--- src/rtl/des_perm_pipe.sv ---
// rtl/des_perm_pipe.sv - DES IP/FP permutation register plus output FIFO; optional macro DES_PERM_IDENT_EN
module des_perm_pipe #(
    parameter int LANES = 1,
    parameter int DEPTH = 4
) (
    input  logic                      i_Clk,
    input  logic                      i_Rst_n,
    input  logic                      i_Valid,
    output logic                      o_Ready,
    input  logic [1:0]                i_Mode,
    input  logic [64*LANES-1:0]       i_Data,
    output logic                      o_Valid,
    input  logic                      i_Ready,
    output logic [1:0]                o_Mode,
    output logic [64*LANES-1:0]       o_Data,
    output logic [$clog2(DEPTH):0]    o_Level,
    output logic                      o_Err
);

    localparam int W     = 64 * LANES;
    localparam int AW    = $clog2(DEPTH);
    localparam int LW    = AW + 1;
    localparam int OCC_W = LW + 1;
    localparam logic [OCC_W-1:0] DEPTH_OCC = OCC_W'(DEPTH);

    // Permutation networks: pure wiring, one copy per lane.
    logic [W-1:0] ip_data;
    logic [W-1:0] fp_data;
    logic [W-1:0] perm_data;
    logic         mode_rsvd;

    // IP output bit i+1 (FIPS numbering) takes input bit s; FP is the inverse map.
    // Row r of the IP table starts at 58,60,62,64,57,59,61,63 and steps down by 8.
    for (genvar l = 0; l < LANES; l++) begin : g_lane
        for (genvar i = 0; i < 64; i++) begin : g_bit
            localparam int R = i / 8;
            localparam int C = i % 8;
            localparam int S = ((R < 4) ? (58 + 2 * R) : (57 + 2 * (R - 4))) - 8 * C;
            assign ip_data[64*l + 63 - i] = i_Data[64*l + 64 - S];
            assign fp_data[64*l + 64 - S] = i_Data[64*l + 63 - i];
        end
    end

    // Mode select and reserved-mode decode for the incoming beat.
    always_comb begin
        perm_data = i_Data;
        case (i_Mode)
            2'b00:   perm_data = ip_data;
            2'b01:   perm_data = fp_data;
            default: perm_data = i_Data;
        endcase
`ifdef DES_PERM_IDENT_EN
        mode_rsvd = (i_Mode == 2'b11);
`else
        mode_rsvd = i_Mode[1];
`endif
    end

    // State
    logic            s1_valid_q, s1_valid_d;
    logic [W-1:0]    s1_data_q,  s1_data_d;
    logic [1:0]      s1_mode_q,  s1_mode_d;
    logic [W-1:0]    mem_data_q [DEPTH];
    logic [W-1:0]    mem_data_d [DEPTH];
    logic [1:0]      mem_mode_q [DEPTH];
    logic [1:0]      mem_mode_d [DEPTH];
    logic [AW-1:0]   wr_ptr_q, wr_ptr_d;
    logic [AW-1:0]   rd_ptr_q, rd_ptr_d;
    logic [LW-1:0]   count_q,  count_d;
    logic            err_q,    err_d;

    logic [OCC_W-1:0] occ;
    logic             pop;
    logic             push;
    logic             accept;

    // Handshake: readiness counts the beat sitting in stage 1 so it can always drain.
    always_comb begin
        occ     = OCC_W'(count_q) + OCC_W'(s1_valid_q);
        pop     = (count_q != '0) && i_Ready;
        push    = s1_valid_q;
        o_Ready = i_Rst_n && ((occ < DEPTH_OCC) || ((occ == DEPTH_OCC) && pop));
        accept  = i_Valid && o_Ready;
    end

    // Next-state: stage-1 capture, FIFO write/read, occupancy and sticky error.
    always_comb begin
        s1_valid_d = accept;
        s1_data_d  = s1_data_q;
        s1_mode_d  = s1_mode_q;
        mem_data_d = mem_data_q;
        mem_mode_d = mem_mode_q;
        wr_ptr_d   = wr_ptr_q;
        rd_ptr_d   = rd_ptr_q;
        count_d    = count_q + LW'(push) - LW'(pop);
        err_d      = err_q | (accept & mode_rsvd);
        if (accept) begin
            s1_data_d = perm_data;
            s1_mode_d = i_Mode;
        end
        if (push) begin
            mem_data_d[wr_ptr_q] = s1_data_q;
            mem_mode_d[wr_ptr_q] = s1_mode_q;
            wr_ptr_d             = wr_ptr_q + AW'(1);
        end
        if (pop) begin
            rd_ptr_d = rd_ptr_q + AW'(1);
        end
    end

    // Control and stage-1 registers with synchronous reset.
    always_ff @(posedge i_Clk) begin
        if (!i_Rst_n) begin
            s1_valid_q <= 1'b0;
            s1_data_q  <= '0;
            s1_mode_q  <= 2'b00;
            wr_ptr_q   <= '0;
            rd_ptr_q   <= '0;
            count_q    <= '0;
            err_q      <= 1'b0;
        end else begin
            s1_valid_q <= s1_valid_d;
            s1_data_q  <= s1_data_d;
            s1_mode_q  <= s1_mode_d;
            wr_ptr_q   <= wr_ptr_d;
            rd_ptr_q   <= rd_ptr_d;
            count_q    <= count_d;
            err_q      <= err_d;
        end
    end

    // FIFO storage; contents are don't-care while empty because outputs are gated.
    always_ff @(posedge i_Clk) begin
        mem_data_q <= mem_data_d;
        mem_mode_q <= mem_mode_d;
    end

    // Output view of the FIFO head.
    always_comb begin
        o_Valid = (count_q != '0);
        o_Data  = o_Valid ? mem_data_q[rd_ptr_q] : '0;
        o_Mode  = o_Valid ? mem_mode_q[rd_ptr_q] : 2'b00;
        o_Level = count_q;
        o_Err   = err_q;
    end

endmodule

--- config.mk ---
export PLATFORM = sky130hd
export DESIGN_NAME = des_perm_pipe
export DESIGN_NICKNAME = d
export VERILOG_FILES = /design/src/rtl/des_perm_pipe.sv
export SDC_FILE = /design/constraint.sdc
export NUM_CORES = 1
export LEC_CHECK = 0
export ABC_CLOCK_PERIOD_IN_PS = 5400
export CORE_UTILIZATION = 61
export DETAILED_ROUTE_END_ITERATION = 7
export PLACE_DENSITY = 0.86
export SLEW_MARGIN = 20
export SYNTH_ARGS = -nofsm -noshare
export SYNTH_HDL_FRONTEND = slang
export SYNTH_SLANG_ARGS = --single-unit
export TNS_END_PERCENT = 30
--- constraint.sdc ---
create_clock -name i_Clk -period 5.4 [get_ports i_Clk]
set_input_delay 1.35 -clock i_Clk [delete_from_list [all_inputs] [get_ports i_Clk]]
set_output_delay 1.35 -clock i_Clk [all_outputs]
set_load 0.005 [all_outputs]
==> flow_metrics.py, run 1 <==
metrics = {
    "cells_and_area": {
        "mostFrequentLayoutCells": "264 x edfxtp_1, 138 x clkdlybuf4s50_1, 128 x mux2i_1",
        "area_growth_pct": 18.67,
        "fin_util_pct": 73.69,
        "n_fill_cell": 1392,
        "layout-drive-gt1-share_pct": 13.02,
        "fin_cells": 1323,
        "nNetsFinal": 1092,
        "final_common_cell": "edfxtp_1",
    },
    "floorplanning": {
        "die_area_um2": 23590,
        "die_h_um": 153.6,
        "die_width_um": 153.6,
        "start_util_pct": 62.10,
        "rows": 55,
        "ios": 142,
        "core_um2": 22570,
    },
    "sta": {
        "tns_ns": 0,
        "fmax_mhz": 236.7,
        "fin_skew_ns": 0.01578,
        "rsz0062_at_grt": "false",
        "slew_headroom_pct": 26.44,
        "fin_crit_ns": 4.225,
        "worst_pin_slew_ns": 1.103,
        "final.setup.worst_slack_ns": 1.175,
        "finalSetupViolCount": 0,
        "report.final.slew_viol_count": 0,
        "finalHoldViolations": 0,
        "post-route-period-util_pct": 78.24,
    },
    "global_routing": {
        "grt_max_degree": 97,
        "grt_usage_pct": 25.93,
        "gr-total-overflow": 0,
        "grt_pass1_wl_um": 46130,
        "grt_pass1_vias": 8119,
        "antenna_found_initial": 1,
    },
    "setup_path": {
        "reg2reg_depth": 9,
        "endpoint_kind": "output port",
        "critical_path_class": "flip-flop to output port",
        "arrival_ns": 2.88,
        "crit_required_ns": 4.05,
        "path_max_fanout": 37,
        "crit_path_start_kind": "flip-flop",
    },
    "clocking": {
        "numCtsBuffers": 31,
        "clock_sinks": 339,
        "htree_levels": 1,
        "cts_tree": "yes",
        "postCtsSetupBuffers": 0,
        "clkLatencyLatePin_ns": 0.55,
        "cts-resized-gates": 0,
        "clockBufferDepth": 3,
        "cts_root_buffer": "clkbuf_16",
        "path_clk_slew_ns": 0.06,
        "ctsHoldBuffers": 0,
    },
    "route": {
        "route.vias.total": 7812,
        "totalWireLength_um": 29830,
        "drt_first_pass_iters": 5,
        "ant_nets": 0,
        "via_per_inst": 5.905,
        "wire_per_inst_um": 22.54,
        "first_iter_violations": 478,
        "drc": 0,
    },
    "placement": {
        "place_worst_setup_slack_ns": 1.409,
        "gp_congestion": 0.7660,
        "port_buffers": 141,
        "numPlacedInstances": 1264,
        "post-dp-hpwl_um": 17240,
    },
    "synth": {
        "synth_nets": 972,
        "yosysUniqueCellTypes": 25,
        "avgSynthCellArea_um2": 15.71,
        "ys_ff_latch": 339,
        "seq_area_frac_synth_pct": 67.27,
        "synthCells": 892,
        "yosys_warnings": 0,
        "syn_area_um2": 14020,
    },
    "power_and_ir_drop": {
        "powerDensity_nw_per_um2": 445.0,
        "ir_worst_vdd_v": 0.0003017,
        "leakagePower_nw": 5.745,
    },
    "min_path": {
        "min_path_cells": 0,
        "worstHoldPathType": "flip-flop to flip-flop",
    },
    "status": {
        "status": "finished clean",
    },
    "flow_run": {
        "maxCapViolCount": 0,
    },
}
-- stage by stage --
| stage | area (µm²) | power (mW) | hold slack, ns |
|---|---|---|---|
| final | 16630 | 7.401 | 0.5044 |
| after global routing | 16630 | 7.702 | 0.5230 |
| after CTS | 16630 | 7.449 | 0.5026 |
| after detailed placement | 15600 | 5.269 | 0.4849 |
| after global placement | 15600 | 5.227 | 0.4749 |
| after floorplan | 14020 | 4.322 | 0.4600 |
-- power breakdown --
| group | internal [mW] | leakage [nW] | switching (mW) |
|---|---|---|---|
| Sequential | 3.08 | 3.07 | 0.198 |
| Combinational | 1.12 | 2.18 | 0.808 |
| Clock | 1.25 | 0.500 | 0.937 |
-- cells in the mapped netlist, drive strengths merged --
library cell / instances / area (µm²)
a31oi: 1 / 21.27
a22o: 1 / 8.760
edfxtp: 264 / 7928
nand2: 69 / 259.0
xnor2: 3 / 26.28
nor2: 62 / 232.7
inv: 9 / 33.78
dfxtp: 75 / 1501
a21oi: 60 / 300.3
buf: 25 / 138.9
ha: 9 / 112.6
xor2: 2 / 17.52
clkbuf: 35 / 132.6
and2: 77 / 481.7
fa: 1 / 20.02
nand3: 1 / 5.000
nor3b: 1 / 7.510
o32ai: 1 / 8.760
mux4: 66 / 1486
nor2b: 1 / 6.260
mux2i: 128 / 1281
or3: 1 / 6.260
-- flip-flops by register name, summed over array words and instances (netlist names) --
register and flops:
push 1, wr_ptr_q 2, rd_ptr_q 2, o_Level 3
mem_mode_q 8, o_Err 1, s1_mode_q 2, mem_data_q 256
s1_data_q 64
-- kinds of logic after synthesis --
family	Yosys count	share of synthesized area, %
fa+ha+maj	10	0.9463
simple gates	212	7.124
buf+inv	69	2.178
compound gates	63	2.419
mux	194	19.75
flops	339	67.27
xor+xnor	5	0.3125
-- routing by layer --
layer	up-vias	track usage [%]	share of wire, %
met5	-	0	0
met4	0	7.000	2.0
li1	3570	-	-
met1	3971	35.23	43
met3	43	4.425	5.9
met2	228	43.77	50
-- final timing paths --
path	start	end	slack [ns]
worst max register to register	o_Level[1]	o_Level[2]	2.31
worst min register to register	s1_data_q[52]	mem_data_q[52]	0.50
worst min-delay path	s1_data_q[52]	mem_data_q[52]	0.50
worst max-delay path	o_Level[1]	o_Ready	1.17
-- area by class of cell --
type                       instances  area, µm²  area share [%]
sequential                       339       9437           56.74
clock buffer                      37      838.3           5.040
antenna                            1      2.502         0.01505
clock inverter                    21      195.2           1.174
inverter                           9      33.78          0.2031
timing repair buffer             147       1471           8.847
tap                              285      356.6           2.144
multi-input combinational        484       4298           25.84
-- critical path: stages (launching register included) --
cell and delay [ns]:
dfxtp_1 0.34, or3_2 0.85, buf_4 0.38, a31oi_4 0.22, nor2_1 0.07, clkdlybuf4s50_1 0.44
(Power assumes the default switching activity.)
==> run 2, diff against run 1 <==
- ABC_CLOCK_PERIOD_IN_PS: 5400 -> 4340
- CORE_UTILIZATION: 61 -> 57
- PLACE_DENSITY: 0.86 -> 0.81
- clock period: 5.4 -> 4.34 ns (I/O delays scaled with it)
==> flow_metrics.py, run 2 (same netlist as run 1, synthesis figures left out) <==
metrics = {
    "floorplanning": {
        "die_area_um2": 25220,
        "ios": 142,
        "start_util_pct": 57.80,
        "rows": 57,
        "core_um2": 24250,
        "die_h_um": 158.8,
        "die_width_um": 158.8,
    },
    "clocking": {
        "cts_tree": "yes",
        "clkLatencyLatePin_ns": 0.55,
        "ctsHoldBuffers": 0,
        "htree_levels": 1,
        "cts_root_buffer": "clkbuf_16",
        "postCtsSetupBuffers": 0,
        "numCtsBuffers": 31,
        "cts-resized-gates": 0,
        "path_clk_slew_ns": 0.06,
        "clock_sinks": 339,
        "clockBufferDepth": 3,
    },
    "placement": {
        "gp_congestion": 0.7374,
        "postPlaceCellArea_um2": 15710,
        "port_buffers": 141,
        "post-dp-hpwl_um": 17560,
    },
    "cells_and_area": {
        "layout-drive-gt1-share_pct": 13.28,
        "reg_top3": "mem_data_q: 256 flops, s1_data_q: 64 flops, mem_mode_q: 8 flops",
        "antenna_cells": 0,
        "fin_util_pct": 69.35,
        "top_register": "mem_data_q",
        "post-route-cell-area_um2": 16820,
        "area_growth_pct": 19.98,
        "nNetsFinal": 1095,
        "final_common_cell": "edfxtp_1",
        "mostFrequentLayoutCells": "264 x edfxtp_1, 138 x clkdlybuf4s50_1, 128 x mux2i_1",
        "largest_register_ffs": 256,
        "n_fill_cell": 1638,
    },
    "setup_path": {
        "crit_path_start_kind": "flip-flop",
        "path_max_fanout": 25,
        "arrival_ns": 2.75,
        "critical_path_class": "flip-flop to output port",
        "crit_required_ns": 3.25,
        "endpoint_kind": "output port",
    },
    "sta": {
        "tns_ns": 0,
        "rsz0062_at_grt": "false",
        "slew_headroom_pct": 29.14,
        "fin_skew_ns": 0.009578,
        "fmax_mhz": 260.8,
        "worst_pin_slew_ns": 1.063,
        "finalSetupViolCount": 0,
        "post-route-period-util_pct": 88.34,
        "report.final.slew_viol_count": 0,
        "fin_crit_ns": 3.834,
        "finalHoldViolations": 0,
    },
    "power_and_ir_drop": {
        "leakagePower_nw": 5.806,
        "ir_worst_vdd_v": 0.0003398,
        "finalPower_mw": 9.386,
        "powerDensity_nw_per_um2": 558.1,
    },
    "route": {
        "ant_nets": 0,
        "via_per_inst": 5.733,
        "totalWireLength_um": 29280,
        "wire_per_inst_um": 21.48,
        "drc": 1,
        "route.vias.total": 7814,
        "drt_first_pass_iters": 7,
        "first_iter_violations": 543,
    },
    "global_routing": {
        "gr-total-overflow": 0,
        "grt_pass1_vias": 7863,
        "grt_usage_pct": 23.50,
        "grt_pass1_wl_um": 45330,
        "grt_max_degree": 75,
        "antenna_found_initial": 1,
    },
    "flow_run": {
        "maxCapViolCount": 0,
    },
    "status": {
        "violations": "DRC",
        "status": "finished, violations left",
    },
    "min_path": {
        "worstHoldPathType": "flip-flop to flip-flop",
    },
}
[run 2: changes by cell type in the layout (fill, tap and decap cells not counted), sizes merged]
| cell | delta |
|---|---|
| clkinv | -4 |
| clkinvlp | -1 |
| clkbuf | +2 |
| buf | +3 |
| diode | -1 |
| inv | -1 |
| bufinv | +3 |
[run 2: where the power goes]
part | total [mW] | switching [mW] | internal [mW]
Combinational | 2.40 | 0.988 | 1.41
Clock | 2.91 | 1.16 | 1.75
Sequential | 4.08 | 0.243 | 3.84
Total | 9.39 | 2.39 | 7.00
[run 2: worst max-delay path: stages (launching register included)]
cell and delay [ns]:
dfxtp_4 0.66, buf_12 0.30, mux4_2 0.59, and2_1 0.19, clkdlybuf4s50_1 0.44
[run 2: worst paths after layout]
path                 startpoint            end  slack (ns)  cells after the start
hold reg to reg   s1_data_q[33]  s1_data_q[33]        0.50                      2
setup reg to reg     o_Level[1]     o_Level[2]        1.70                      8
hold / removal    s1_data_q[33]  s1_data_q[33]        0.50                      2
setup / recovery    rd_ptr_q[0]     o_Data[39]        0.51                      4
[run 2: metal layers]
metal	GRT usage, %	routed length [µm]	up-vias
met2	39.31	14540	238
met4	5.649	546	2
li1	-	-	3586
met5	0	13	-
met1	32.96	12680	3944
met3	3.109	1501	44
[run 2: final cells by class]
class                   instances  area [µm²]  area share, %
clock buffers                  39       855.8          5.089
clock inverters                18       251.5          1.496
inverters                       9       33.78         0.2009
multi-input cells             484        4302          25.58
flip-flops and latches        339        9437          56.12
well taps                     324       405.4          2.411
repair buffers                150        1531          9.107
[run 2: through the flow]
step	instances	worst slack, ns	hold slack (ns)
after floorplan	892	1.538	0.4600
after global placement	1306	0.8785	0.4742
after detailed placement	1306	0.8543	0.4910
after CTS	1363	0.4172	0.4997
after global routing	1363	0.3822	0.5152
final	1363	0.5061	0.4961
